**src/rtl/btn_pkg.sv**
```systemverilog
// Shared definitions for the push-button conditioner: per-channel FSM states,
// channel index map and default timing parameters.
package btn_pkg;

  typedef enum logic [1:0] {
    ST_IDLE      = 2'd0,
    ST_ARMING    = 2'd1,
    ST_HELD      = 2'd2,
    ST_DISARMING = 2'd3
  } btn_state_e;

  localparam int NUM_BTN = 4;

  // Bit positions of {BtnU, BtnD, BtnL, BtnR} in the button vectors.
  localparam int IDX_U = 3;
  localparam int IDX_D = 2;
  localparam int IDX_L = 1;
  localparam int IDX_R = 0;

  // 10 ms qualification and 0.5 s auto-repeat at 100 MHz.
  localparam int DEBOUNCE_CYCLES_DEF = 1000000;
  localparam int REPEAT_CYCLES_DEF   = 50000000;

endpackage

```
**src/rtl/btn_debounce_ch.sv**
```systemverilog
// One button channel: 2-flop synchronizer, debounce FSM with a qualification
// counter, and an auto-repeat counter while the button stays held.
//
// state        | meaning
// -------------+-----------------------------------------------------------
// ST_IDLE      | released and stable; waiting for s=1
// ST_ARMING    | s=1 seen, counting stable-high clocks toward a press
// ST_HELD      | qualified press; repeat counter running
// ST_DISARMING | s=0 seen while held, counting stable-low clocks to release
module btn_debounce_ch
  import btn_pkg::*;
#(
  parameter int DEBOUNCE_CYCLES = DEBOUNCE_CYCLES_DEF,
  parameter int REPEAT_CYCLES   = REPEAT_CYCLES_DEF
) (
  input  logic ClkPort,
  input  logic Reset,
  input  logic btn_raw_i,
  output logic db_level_o,
  output logic press_pulse_o,
  output logic repeat_pulse_o,
  output logic release_pulse_o
);

  localparam int DBW  = $clog2(DEBOUNCE_CYCLES);
  localparam int REPW = $clog2(REPEAT_CYCLES);
  localparam logic [DBW-1:0]  DB_LAST  = DBW'(DEBOUNCE_CYCLES - 1);
  localparam logic [REPW-1:0] REP_LAST = REPW'(REPEAT_CYCLES - 1);

  logic [1:0]      sync_q;
  logic            s;
  btn_state_e      state_q, state_d;
  logic [DBW-1:0]  db_cnt_q, db_cnt_d;
  logic [REPW-1:0] rep_cnt_q, rep_cnt_d;
  logic            level_q, level_d;
  logic            press_q, press_d;
  logic            repeat_q, repeat_d;
  logic            release_q, release_d;

  assign s = sync_q[1];

  always_ff @(posedge ClkPort or posedge Reset) begin
    if (Reset) begin
      sync_q    <= '0;
      state_q   <= ST_IDLE;
      db_cnt_q  <= '0;
      rep_cnt_q <= '0;
      level_q   <= 1'b0;
      press_q   <= 1'b0;
      repeat_q  <= 1'b0;
      release_q <= 1'b0;
    end else begin
      sync_q    <= {sync_q[0], btn_raw_i};
      state_q   <= state_d;
      db_cnt_q  <= db_cnt_d;
      rep_cnt_q <= rep_cnt_d;
      level_q   <= level_d;
      press_q   <= press_d;
      repeat_q  <= repeat_d;
      release_q <= release_d;
    end
  end

  always_comb begin
    state_d   = state_q;
    db_cnt_d  = db_cnt_q;
    rep_cnt_d = rep_cnt_q;
    unique case (state_q)
      ST_IDLE: begin
        db_cnt_d = '0;
        if (s) state_d = ST_ARMING;
      end
      ST_ARMING: begin
        if (!s) begin
          state_d  = ST_IDLE;
          db_cnt_d = '0;
        end else if (db_cnt_q == DB_LAST) begin
          state_d   = ST_HELD;
          db_cnt_d  = '0;
          rep_cnt_d = '0;
        end else begin
          db_cnt_d = db_cnt_q + 1'b1;
        end
      end
      ST_HELD: begin
        if (!s) begin
          state_d  = ST_DISARMING;
          db_cnt_d = '0;
        end else if (rep_cnt_q == REP_LAST) begin
          rep_cnt_d = '0;
        end else begin
          rep_cnt_d = rep_cnt_q + 1'b1;
        end
      end
      ST_DISARMING: begin
        // A bounce back to 1 resumes holding with a fresh repeat period.
        if (s) begin
          state_d   = ST_HELD;
          db_cnt_d  = '0;
          rep_cnt_d = '0;
        end else if (db_cnt_q == DB_LAST) begin
          state_d  = ST_IDLE;
          db_cnt_d = '0;
        end else begin
          db_cnt_d = db_cnt_q + 1'b1;
        end
      end
      default: begin
        state_d   = ST_IDLE;
        db_cnt_d  = '0;
        rep_cnt_d = '0;
      end
    endcase
  end

  // Outputs are decoded from the transition and registered on the same edge.
  always_comb begin
    press_d   = (state_q == ST_ARMING) && (state_d == ST_HELD);
    repeat_d  = press_d ||
                ((state_q == ST_HELD) && (state_d == ST_HELD) && (rep_cnt_q == REP_LAST));
    release_d = (state_q == ST_DISARMING) && (state_d == ST_IDLE);
    level_d   = (state_d == ST_HELD) || (state_d == ST_DISARMING);
  end

  assign db_level_o      = level_q;
  assign press_pulse_o   = press_q;
  assign repeat_pulse_o  = repeat_q;
  assign release_pulse_o = release_q;

endmodule

```
**src/rtl/btn_conditioner.sv**
```systemverilog
// Four independent debounced push-button channels {U, D, L, R} with press,
// auto-repeat and release pulses, plus an any-button-held summary.
module btn_conditioner
  import btn_pkg::*;
#(
  parameter int DEBOUNCE_CYCLES = DEBOUNCE_CYCLES_DEF,
  parameter int REPEAT_CYCLES   = REPEAT_CYCLES_DEF
) (
  input  logic               ClkPort,
  input  logic               Reset,
  input  logic [NUM_BTN-1:0] btn_raw,
  output logic [NUM_BTN-1:0] db_level,
  output logic [NUM_BTN-1:0] press_pulse,
  output logic [NUM_BTN-1:0] repeat_pulse,
  output logic [NUM_BTN-1:0] release_pulse,
  output logic               any_held
);

  btn_debounce_ch #(
    .DEBOUNCE_CYCLES(DEBOUNCE_CYCLES),
    .REPEAT_CYCLES  (REPEAT_CYCLES)
  ) u_btn_u (
    .ClkPort        (ClkPort),
    .Reset          (Reset),
    .btn_raw_i      (btn_raw[IDX_U]),
    .db_level_o     (db_level[IDX_U]),
    .press_pulse_o  (press_pulse[IDX_U]),
    .repeat_pulse_o (repeat_pulse[IDX_U]),
    .release_pulse_o(release_pulse[IDX_U])
  );

  btn_debounce_ch #(
    .DEBOUNCE_CYCLES(DEBOUNCE_CYCLES),
    .REPEAT_CYCLES  (REPEAT_CYCLES)
  ) u_btn_d (
    .ClkPort        (ClkPort),
    .Reset          (Reset),
    .btn_raw_i      (btn_raw[IDX_D]),
    .db_level_o     (db_level[IDX_D]),
    .press_pulse_o  (press_pulse[IDX_D]),
    .repeat_pulse_o (repeat_pulse[IDX_D]),
    .release_pulse_o(release_pulse[IDX_D])
  );

  btn_debounce_ch #(
    .DEBOUNCE_CYCLES(DEBOUNCE_CYCLES),
    .REPEAT_CYCLES  (REPEAT_CYCLES)
  ) u_btn_l (
    .ClkPort        (ClkPort),
    .Reset          (Reset),
    .btn_raw_i      (btn_raw[IDX_L]),
    .db_level_o     (db_level[IDX_L]),
    .press_pulse_o  (press_pulse[IDX_L]),
    .repeat_pulse_o (repeat_pulse[IDX_L]),
    .release_pulse_o(release_pulse[IDX_L])
  );

  btn_debounce_ch #(
    .DEBOUNCE_CYCLES(DEBOUNCE_CYCLES),
    .REPEAT_CYCLES  (REPEAT_CYCLES)
  ) u_btn_r (
    .ClkPort        (ClkPort),
    .Reset          (Reset),
    .btn_raw_i      (btn_raw[IDX_R]),
    .db_level_o     (db_level[IDX_R]),
    .press_pulse_o  (press_pulse[IDX_R]),
    .repeat_pulse_o (repeat_pulse[IDX_R]),
    .release_pulse_o(release_pulse[IDX_R])
  );

  assign any_held = |db_level;

endmodule

```
**config.mk**
```make
export PLATFORM = sky130hd
export DESIGN_NAME = btn_conditioner
export DESIGN_NICKNAME = d
export VERILOG_FILES = /design/src/rtl/btn_pkg.sv /design/src/rtl/btn_debounce_ch.sv /design/src/rtl/btn_conditioner.sv
export SDC_FILE = /design/constraint.sdc
export NUM_CORES = 1
export LEC_CHECK = 0
export CAP_MARGIN = 20
export CORE_UTILIZATION = 55
export DETAILED_ROUTE_END_ITERATION = 12
export PLACE_DENSITY = 0.72
export SLEW_MARGIN = 25
export SYNTH_ARGS = -nofsm -noshare
export SYNTH_HDL_FRONTEND = slang
export SYNTH_SLANG_ARGS = --single-unit
export TNS_END_PERCENT = 100
```
**constraint.sdc**
```tcl
create_clock -name ClkPort -period 14.25 [get_ports ClkPort]
set_input_delay 2.85 -clock ClkPort [delete_from_list [all_inputs] [get_ports ClkPort]]
set_output_delay 2.85 -clock ClkPort [all_outputs]
set_load 0.01 [all_outputs]
```
==> impl_metrics.py, run 1 <==
metrics = {
    "drt": {
        "wl_um": 25200,
        "viasPerCell": 6.23,
        "met1_length_um": 12000,
        "dr.pass1.iters": 6,
        "route.detailed.drc": 0,
        "dr_total_vias": 9650,
        "drt-initial-drc-count": 666,
        "met2_wirelength_um": 11900,
        "wire_per_inst_um": 16.2,
        "wl_met3_um": 819,
        "highest_layer": "met4",
        "postRouteAntennaNets": 0,
    },
    "worst_setup_path": {
        "cp_data_arrival_time_ps": 1960,
        "path_max_fanout": 2,
        "startpoint_type": "flip-flop",
        "reg2reg_to": "u_btn_d.db_cnt_q[12]",
        "reg2reg_slack_ps": 11430,
        "r2r-start": "u_btn_d.db_cnt_q[0]",
        "cp-end-kind": "primary output",
        "reg2reg_depth": 6,
        "required_ps": 11400,
        "crit_type": "reg -> out",
        "setup.worst_path.start": "u_btn_u.db_level_o",
    },
    "finish": {
        "drive_gt1_share_pct": 8.08,
        "area_growth_syn_to_layout_pct": 11.0,
        "fillers": 1724,
        "final_area_mm2": 0.0131,
        "utilization_pct": 62.3,
        "regArea_mm2": 0.00541,
        "nets": 1270,
        "n_antenna_cell": 0,
        "multi_input_area_mm2": 0.00595,
    },
    "die": {
        "die_y_um": 148,
        "start_util_pct": 56.1,
        "rows": 53,
        "io_pins": 23,
        "dieArea_mm2": 0.0220,
        "die_w_um": 148,
        "core_mm2": 0.0210,
    },
    "grt": {
        "grt_antenna_before_repair": 0,
        "grt_pass1_wl_um": 43800,
        "grt_max_degree": 103,
        "overflow": 0,
        "grt.total_usage_pct": 23.5,
        "grt_pass1_vias": 9260,
    },
    "synth": {
        "yosysUniqueCellTypes": 71,
        "synth-seq-cells": 216,
        "syn_avg_cell_area_um2": 9.34,
        "synth_fp_nets": 1277,
        "synth_area_mm2": 0.0118,
        "yosysTopAreaCell": "dfrtp_1",
        "synth_enable_flop_cells": 0,
        "postSynthCellCount": 1263,
        "synth_top_flop_cell": "dfrtp_1",
        "synth-async-reset-ratio_pct": 100,
        "yosysWarnings": 0,
        "yosysSeqAreaShare_pct": 45.8,
        "synth_most_common_cell": "dfrtp_1",
        "synth.top_cell.area_share_pct": 45.8,
        "synth_area_leaders": "dfrtp_1, nand2_1, nand3_1",
        "synth_common_cells": "dfrtp_1, nand2_1, nor2_1",
    },
    "clock_tree": {
        "cts-root-buf": "clkbuf_16",
        "insertion_delay_ps": 530,
        "cts_buffers": 25,
        "cts_resized": 0,
        "ctsHoldBuffers": 0,
        "htree_levels": 1,
        "clkSinkCount": 216,
        "postCtsSetupRepairBufs": 0,
        "clockBufferDepth": 3,
        "path_clk_slew_ps": 60,
        "cts_tree": "done",
    },
    "timing": {
        "tightest_slew_ps": 902,
        "slew_headroom_pct": 39.9,
        "setup_viol": 0,
        "finalMaxSlewViolations": 0,
        "hold_viol": 0,
        "period_share_pct": 33.8,
        "finalClockSkew_ps": 18.5,
        "tns_ps": 0,
        "min_period_ps": 4810,
        "max_clock_freq_mhz": 208,
        "rsz0062_at_grt": "false",
    },
    "placed_design": {
        "hpwl_um": 16300,
        "place_congestion": 0.833,
        "port_buffers": 22,
        "placed_area_mm2": 0.0121,
    },
    "pwr": {
        "clkPwrFrac_pct": 53.5,
        "switching_power_w": 0.000288,
        "seqPwrFrac_pct": 44.7,
        "ir_drop_uv": 108,
        "power.share.combinational_pct": 1.8,
        "powerDensity_mw_per_mm2": 106,
        "p_leak_nw": 5.20,
        "p_int_w": 0.00110,
        "p_sw_share_pct": 20.7,
    },
    "worst_hold_path": {
        "whs_endpoint": "u_btn_l.sync_q[1]",
        "hold_depth": 0,
        "min_from": "u_btn_l.sync_q[0]",
        "min_path_type": "reg -> reg",
    },
    "outcome": {
        "status": "complete, no violations",
    },
    "run": {
        "maxCapViolations": 0,
    },
}
per-layer routing:
metal  global-route usage, %  vias up
met2                    39.0      176
met5                       0        -
met4                    6.19        0
met3                    2.79       33
met1                    32.8     4731
li1                        -     4710
logic make-up after synthesis:
kind of cell / share of synthesized area (%)
adder cells (fa/ha/maj): 0.848
flip-flops: 45.8
XOR/XNOR: 5.12
AO/OA/AOI/OAI: 16.6
multiplexers: 0.933
buffers and inverters: 3.82
AND/OR/NAND/NOR: 26.8
worst max path at each step:
stage                                 end  slack (ps)  cells past startpoint
CTS                              any_held        9380                      2
detailed placement  u_btn_r.rep_cnt_q[13]        9520                      3
global route                     any_held        9380                      2
floorplan             u_btn_d.db_cnt_q[0]        5490                      1
global placement    u_btn_r.rep_cnt_q[13]        9500                      3
finish                           any_held        9440                      2
stage by stage:
stage | power (W) | hold slack (ps) | setup slack [ps] | std cells
2_1_floorplan | 0.000649 | 331 | 5490 | 1263
3_3_place_gp | 0.000658 | 333 | 9500 | 1504
3_5_place_dp | 0.000658 | 342 | 9520 | 1504
4_1_cts | 0.00140 | 366 | 9380 | 1550
5_1_grt | 0.00143 | 377 | 9380 | 1550
6_report | 0.00139 | 359 | 9440 | 1550
sequential cells by signal (all words and copies together) (netlist names), 2 cells and up:
register           count
u_btn_u.sync_q         2
u_btn_r.rep_cnt_q     26
u_btn_l.sync_q         2
u_btn_u.state_q        2
u_btn_l.db_cnt_q      20
u_btn_l.state_q        2
u_btn_d.rep_cnt_q     26
u_btn_d.db_cnt_q      20
u_btn_d.state_q        2
u_btn_d.sync_q         2
u_btn_r.state_q        2
u_btn_r.sync_q         2
u_btn_u.rep_cnt_q     26
u_btn_u.db_cnt_q      20
u_btn_r.db_cnt_q      20
u_btn_l.rep_cnt_q     26
critical path: stages, from the launching register on:
cell             delay, ps
dfrtp_1                440
or4_1                  510
clkdlybuf4s50_1        490
final cells by class:
cell class                 count  area share (%)
clock inverter                14            1.99
timing repair buffer          33            2.31
inverter                      32           0.974
multi-input combinational    948            45.4
clock buffer                  32            5.44
tap                          275            2.63
sequential                   216            41.3
layout by cell type (no fill, tap or decap), types with 31 or more instances in the layout:
| cell | instances |
|---|---|
| nand4_1 | 39 |
| nor2_1 | 89 |
| o21ai_0 | 57 |
| or4_1 | 31 |
| a21oi_1 | 76 |
| nor3_1 | 39 |
| nand2_1 | 114 |
| nand3_1 | 78 |
| dfrtp_1 | 216 |
| xnor2_1 | 42 |
power by group through the flow:
| stage | clock network (W) | logic, W | registers, W |
|---|---|---|---|
| 6_report | 0.000744 | 0.0000253 | 0.000621 |
| 5_1_grt | 0.000778 | 0.0000299 | 0.000621 |
| 4_1_cts | 0.000754 | 0.0000265 | 0.000620 |
| 3_5_place_dp | 0 | 0.0000264 | 0.000632 |
| 3_3_place_gp | 0 | 0.0000261 | 0.000631 |
| 2_1_floorplan | 0 | 0.0000199 | 0.000629 |
(Power assumes the default switching activity.)
==> run 2, diff against run 1 <==
--- a/config.mk
+++ b/config.mk
@@ -8,7 +8,7 @@
 export CAP_MARGIN = 20
 export CORE_UTILIZATION = 55
 export DETAILED_ROUTE_END_ITERATION = 12
-export PLACE_DENSITY = 0.72
+export PLACE_DENSITY = 0.75
 export SLEW_MARGIN = 25
 export SYNTH_ARGS = -nofsm -noshare
 export SYNTH_HDL_FRONTEND = slang
==> constraint.sdc (replaced) <==
create_clock -name ClkPort -period 4.1 [get_ports ClkPort]
set_input_delay 0.82 -clock ClkPort [delete_from_list [all_inputs] [get_ports ClkPort]]
set_output_delay 0.82 -clock ClkPort [all_outputs]
set_load 0.01 [all_outputs]
==> impl_metrics.py, run 2 (same netlist as run 1, synthesis figures left out) <==
metrics = {
    "timing": {
        "finalClockSkew_ps": 13.8,
        "min_period_ps": 2760,
        "period_share_pct": 67.3,
        "hold_slack_ps": 346,
        "setup_viol": 0,
        "finalMaxSlewViolations": 0,
        "rsz0062_at_grt": "false",
        "tns_ps": 0,
        "max_clock_freq_mhz": 362,
        "tightest_slew_ps": 989,
        "hold_viol": 0,
        "slew_headroom_pct": 33.6,
    },
    "worst_setup_path": {
        "crit_type": "reg -> reg",
        "cp-end-kind": "flip-flop",
        "cp_data_arrival_time_ps": 3110,
        "required_ps": 4450,
        "reg2reg_slack_ps": 1340,
        "startpoint_type": "flip-flop",
        "path_max_fanout": 18,
        "reg2reg_to": "u_btn_d.db_cnt_q[15]",
        "r2r-start": "u_btn_d.db_cnt_q[0]",
        "reg2reg_depth": 6,
    },
    "worst_hold_path": {
        "min_path_type": "reg -> reg",
        "min_from": "u_btn_d.sync_q[0]",
        "whs_endpoint": "u_btn_d.sync_q[1]",
        "hold_depth": 0,
    },
    "finish": {
        "n_antenna_cell": 0,
        "utilization_pct": 61.6,
        "final_area_mm2": 0.0130,
        "mostFrequentLayoutCell": "dfrtp_1",
        "nets": 1272,
        "final_cell_mix": "dfrtp_1, nand2_1, nor2_1",
        "area_growth_syn_to_layout_pct": 9.79,
        "drive_gt1_share_pct": 7.48,
        "fillers": 1728,
    },
    "drt": {
        "dr.pass1.iters": 5,
        "wire_per_inst_um": 16.4,
        "wl_um": 25300,
        "dr_total_vias": 9670,
        "met1_length_um": 11800,
        "viasPerCell": 6.26,
        "postRouteAntennaNets": 0,
        "route.detailed.drc": 0,
        "wl_met3_um": 1250,
        "met2_wirelength_um": 11900,
        "drt-initial-drc-count": 619,
        "highest_layer": "met4",
    },
    "die": {
        "die_w_um": 148,
        "core_mm2": 0.0210,
        "io_pins": 23,
        "dieArea_mm2": 0.0220,
        "start_util_pct": 56.1,
        "die_y_um": 148,
        "rows": 53,
    },
    "outcome": {
        "status": "complete, no violations",
    },
    "grt": {
        "grt.total_usage_pct": 23.5,
        "overflow": 0,
        "grt_pass1_wl_um": 43400,
        "grt_max_degree": 63,
        "grt_pass1_vias": 9010,
        "grt_antenna_before_repair": 1,
    },
    "clock_tree": {
        "cts_resized": 0,
        "cts_tree": "done",
        "postCtsSetupRepairBufs": 0,
        "clkSinkCount": 216,
        "ctsHoldBuffers": 0,
        "path_clk_slew_ps": 60,
        "cts_buffers": 25,
        "htree_levels": 1,
        "insertion_delay_ps": 510,
        "cts-root-buf": "clkbuf_16",
        "clockBufferDepth": 3,
    },
    "placed_design": {
        "port_buffers": 22,
        "hpwl_um": 16800,
        "placed_area_mm2": 0.0122,
        "place_congestion": 0.857,
    },
    "run": {
        "maxCapViolations": 0,
    },
    "pwr": {
        "powerDensity_mw_per_mm2": 338,
        "p_leak_nw": 5.13,
        "p_total_w": 0.00437,
        "ir_drop_uv": 267,
    },
}
[run 2: changes by cell type in the layout (fill, tap and decap cells not counted), moves of 2 or more]
cell / delta
clkinvlp_4: -2
inv_6: -2
clkbuf_1: +4
bufinv_16: -5
buf_12: +3
clkbuf_8: -3
clkinv_4: +2
[run 2: worst max-delay path by stage]
| stage | start | end | slack [ps] | cells past startpoint |
|---|---|---|---|---|
| after detailed placement | u_btn_u.rep_cnt_q[7] | u_btn_u.rep_cnt_q[17] | 1270 | 5 |
| final | u_btn_d.db_cnt_q[0] | u_btn_d.db_cnt_q[15] | 1340 | 6 |
| after global routing | u_btn_u.rep_cnt_q[7] | u_btn_u.rep_cnt_q[17] | 1130 | 5 |
| after global placement | u_btn_u.rep_cnt_q[7] | u_btn_u.rep_cnt_q[25] | 1430 | 5 |
| after floorplan | Reset | u_btn_d.db_cnt_q[0] | 470 | 1 |
| after CTS | u_btn_u.rep_cnt_q[7] | u_btn_u.rep_cnt_q[17] | 1260 | 5 |
[run 2: metrics by stage]
step	instances	setup WS, ps
final	1545	1340
after global routing	1545	1130
after CTS	1545	1260
after detailed placement	1506	1270
after global placement	1506	1430
after floorplan	1263	468
[run 2: cell type report]
| cell class | instances | area, um2 | area share, % |
|---|---|---|---|
| Sequential cell | 216 | 5410 | 41.7 |
| Tap cell | 275 | 344 | 2.66 |
| Inverter | 32 | 124 | 0.956 |
| Timing Repair Buffer | 35 | 355 | 2.74 |
| Clock buffer | 33 | 686 | 5.29 |
| Multi-Input combinational cell | 948 | 5950 | 45.9 |
| Clock inverter | 6 | 87.6 | 0.676 |
[run 2: per-layer routing]
metal / track usage (%) / vias to the layer above
met1: 33.6 / 4689
met5: 0 / -
met3: 3.40 / 33
met2: 37.8 / 236
met4: 5.72 / 0
li1: - / 4712
[run 2: power by group]
part / internal, W / switching [W] / total [W]
clock network: 0.00129 / 0.000836 / 0.00212
registers: 0.00214 / 0.0000185 / 0.00216
logic: 0.0000252 / 0.0000664 / 0.0000915
[run 2: worst max-delay path: stages, from the launching register on]
cell	delay [ps]
dfrtp_1	420
ha_1	250
or4bb_1	500
nor4_1	510
nand2_1	210
nand2b_1	560
a21oi_1	160
==> run 3, diff against run 2 <==
==> constraint.sdc (replaced) <==
create_clock -name ClkPort -period 2.21 [get_ports ClkPort]
set_input_delay 0.442 -clock ClkPort [delete_from_list [all_inputs] [get_ports ClkPort]]
set_output_delay 0.442 -clock ClkPort [all_outputs]
set_load 0.01 [all_outputs]
==> impl_metrics.py, run 3 (same netlist as run 1, synthesis figures left out) <==
metrics = {
    "outcome": {
        "status": "complete, but fails checks",
        "violations": "setup timing",
    },
    "clock_tree": {
        "path_clk_slew_ps": 60,
        "cts_tree": "done",
        "insertion_delay_ps": 520,
        "clkSinkCount": 216,
        "clockBufferDepth": 3,
        "cts_buffers": 24,
        "htree_levels": 1,
        "ctsHoldBuffers": 0,
        "cts-root-buf": "clkbuf_16",
    },
    "worst_setup_path": {
        "cp_num_buf_inv": 1,
        "startpoint_type": "flip-flop",
        "cp_data_arrival_time_ps": 2830,
        "slowest_stage": "or4b_4",
        "crit_family": "simple AND/OR/NAND/NOR gates",
        "critPathMaxStageDelay_ps": 570,
        "required_ps": 2640,
        "cp-end-kind": "flip-flop",
        "crit_type": "reg -> reg",
        "worstPathCellList": "or4b_4, nor4_4, a32oi_2, buf_6, or4b_1, a22oi_1",
        "path_max_fanout": 8,
    },
    "timing": {
        "min_period_ps": 2400,
        "finalClockSkew_ps": 15.4,
        "hold_viol": 0,
        "tightest_slew_ps": 666,
        "setup_viol": 27,
        "period_share_pct": 109,
        "finalMaxSlewViolations": 0,
        "timing.final.ws_setup_ps": -193,
        "rsz0062_at_grt": "true",
        "max_clock_freq_mhz": 416,
        "slew_headroom_pct": 55.2,
        "tns_ps": -2270,
    },
    "drt": {
        "drt-initial-drc-count": 839,
        "postRouteAntennaNets": 0,
        "dr.pass1.iters": 6,
        "wire_per_inst_um": 17.3,
        "viasPerCell": 6.21,
        "dr_total_vias": 10600,
        "wl_um": 29700,
        "route.detailed.drc": 0,
    },
    "die": {
        "rows": 53,
        "start_util_pct": 56.1,
        "die_y_um": 148,
        "die_w_um": 148,
        "dieArea_mm2": 0.0220,
        "io_pins": 23,
        "core_mm2": 0.0210,
    },
    "placed_design": {
        "port_buffers": 22,
        "dp.cells": 1658,
        "placed_area_mm2": 0.0135,
        "hpwl_um": 19400,
        "place_congestion": 0.886,
    },
    "finish": {
        "multi_input_area_mm2": 0.00644,
        "layoutNonFillerInstCount": 1714,
        "n_antenna_cell": 0,
        "area_growth_syn_to_layout_pct": 26.5,
        "nets": 1441,
        "drive_gt1_share_pct": 23.7,
        "mostFrequentLayoutCell": "dfrtp_1",
        "final_cell_mix": "dfrtp_1, buf_4, nand2_1",
        "regArea_mm2": 0.00541,
        "fillers": 1471,
        "final_area_mm2": 0.0149,
    },
    "grt": {
        "grt.total_usage_pct": 26.3,
        "grt_max_degree": 37,
        "grt_pass1_wl_um": 48300,
        "grt_pass1_vias": 10100,
        "grt_antenna_before_repair": 0,
        "overflow": 0,
    },
    "pwr": {
        "powerDensity_mw_per_mm2": 545,
        "ir_drop_uv": 664,
        "p_leak_nw": 6.20,
    },
    "worst_hold_path": {
        "min_path_type": "in -> async",
    },
    "run": {
        "maxCapViolations": 0,
    },
}
[run 3: path summary, 6_finish.rpt]
path                                      from                     to  slack (ps)  cells past startpoint
setup / recovery           u_btn_l.db_cnt_q[7]  u_btn_l.rep_cnt_q[25]        -190                      6
hold / removal                           Reset  u_btn_d.rep_cnt_q[13]         340                      2
setup reg to reg           u_btn_l.db_cnt_q[7]  u_btn_l.rep_cnt_q[25]        -190                      6
hold reg to reg              u_btn_r.sync_q[0]      u_btn_r.sync_q[1]         340                      0
max in group asynchronous                Reset     u_btn_r.db_level_o        1300                      3
min in group ClkPort         u_btn_r.sync_q[0]      u_btn_r.sync_q[1]         340                      0
[run 3: per-stage QoR]
| stage | setup WS [ps] | hold slack, ps | power, W | utilization, % |
|---|---|---|---|---|
| after floorplan | -1040 | 331 | 0.00419 | - |
| after global placement | -55.8 | 331 | 0.00429 | 64.3 |
| after detailed placement | -96.8 | 337 | 0.00430 | 64.3 |
| after CTS | -98.7 | 343 | 0.00820 | 68.4 |
| after global routing | -193 | 347 | 0.00838 | 71.0 |
| final | -193 | 344 | 0.00813 | 71.0 |
[run 3: area by class of cell]
class                   instances  share of cell area (%)
clock buffers                  36                    4.81
clock inverters                 2                   0.252
inverters                      32                   0.830
multi-input cells             948                    43.2
flip-flops and latches        216                    36.2
well taps                     275                    2.31
repair buffers                205                    12.4
[run 3: report_power, final]
| part | leakage [nW] | switching, W | total (W) | internal, W |
|---|---|---|---|---|
| clock network | 0.365 | 0.00156 | 0.00389 | 0.00233 |
| registers | 2.99 | 0.0000208 | 0.00399 | 0.00397 |
| logic | 2.85 | 0.000157 | 0.000249 | 0.0000912 |
[run 3: repair_timing]
action / 4_1_cts / 5_1_grt
buffers inserted: 3 / 11
setup endpoints to repair: 39 / 120
resized for setup: 18 / 91
gates cloned: 1 / 3
pin swaps: 4 / 36
[run 3: routing by layer]
layer  share of wire, %  track usage [%]
met2                 48             42.5
met4                2.4             7.78
met3                4.3             3.07
met5                  0                0
met1                 45             37.1
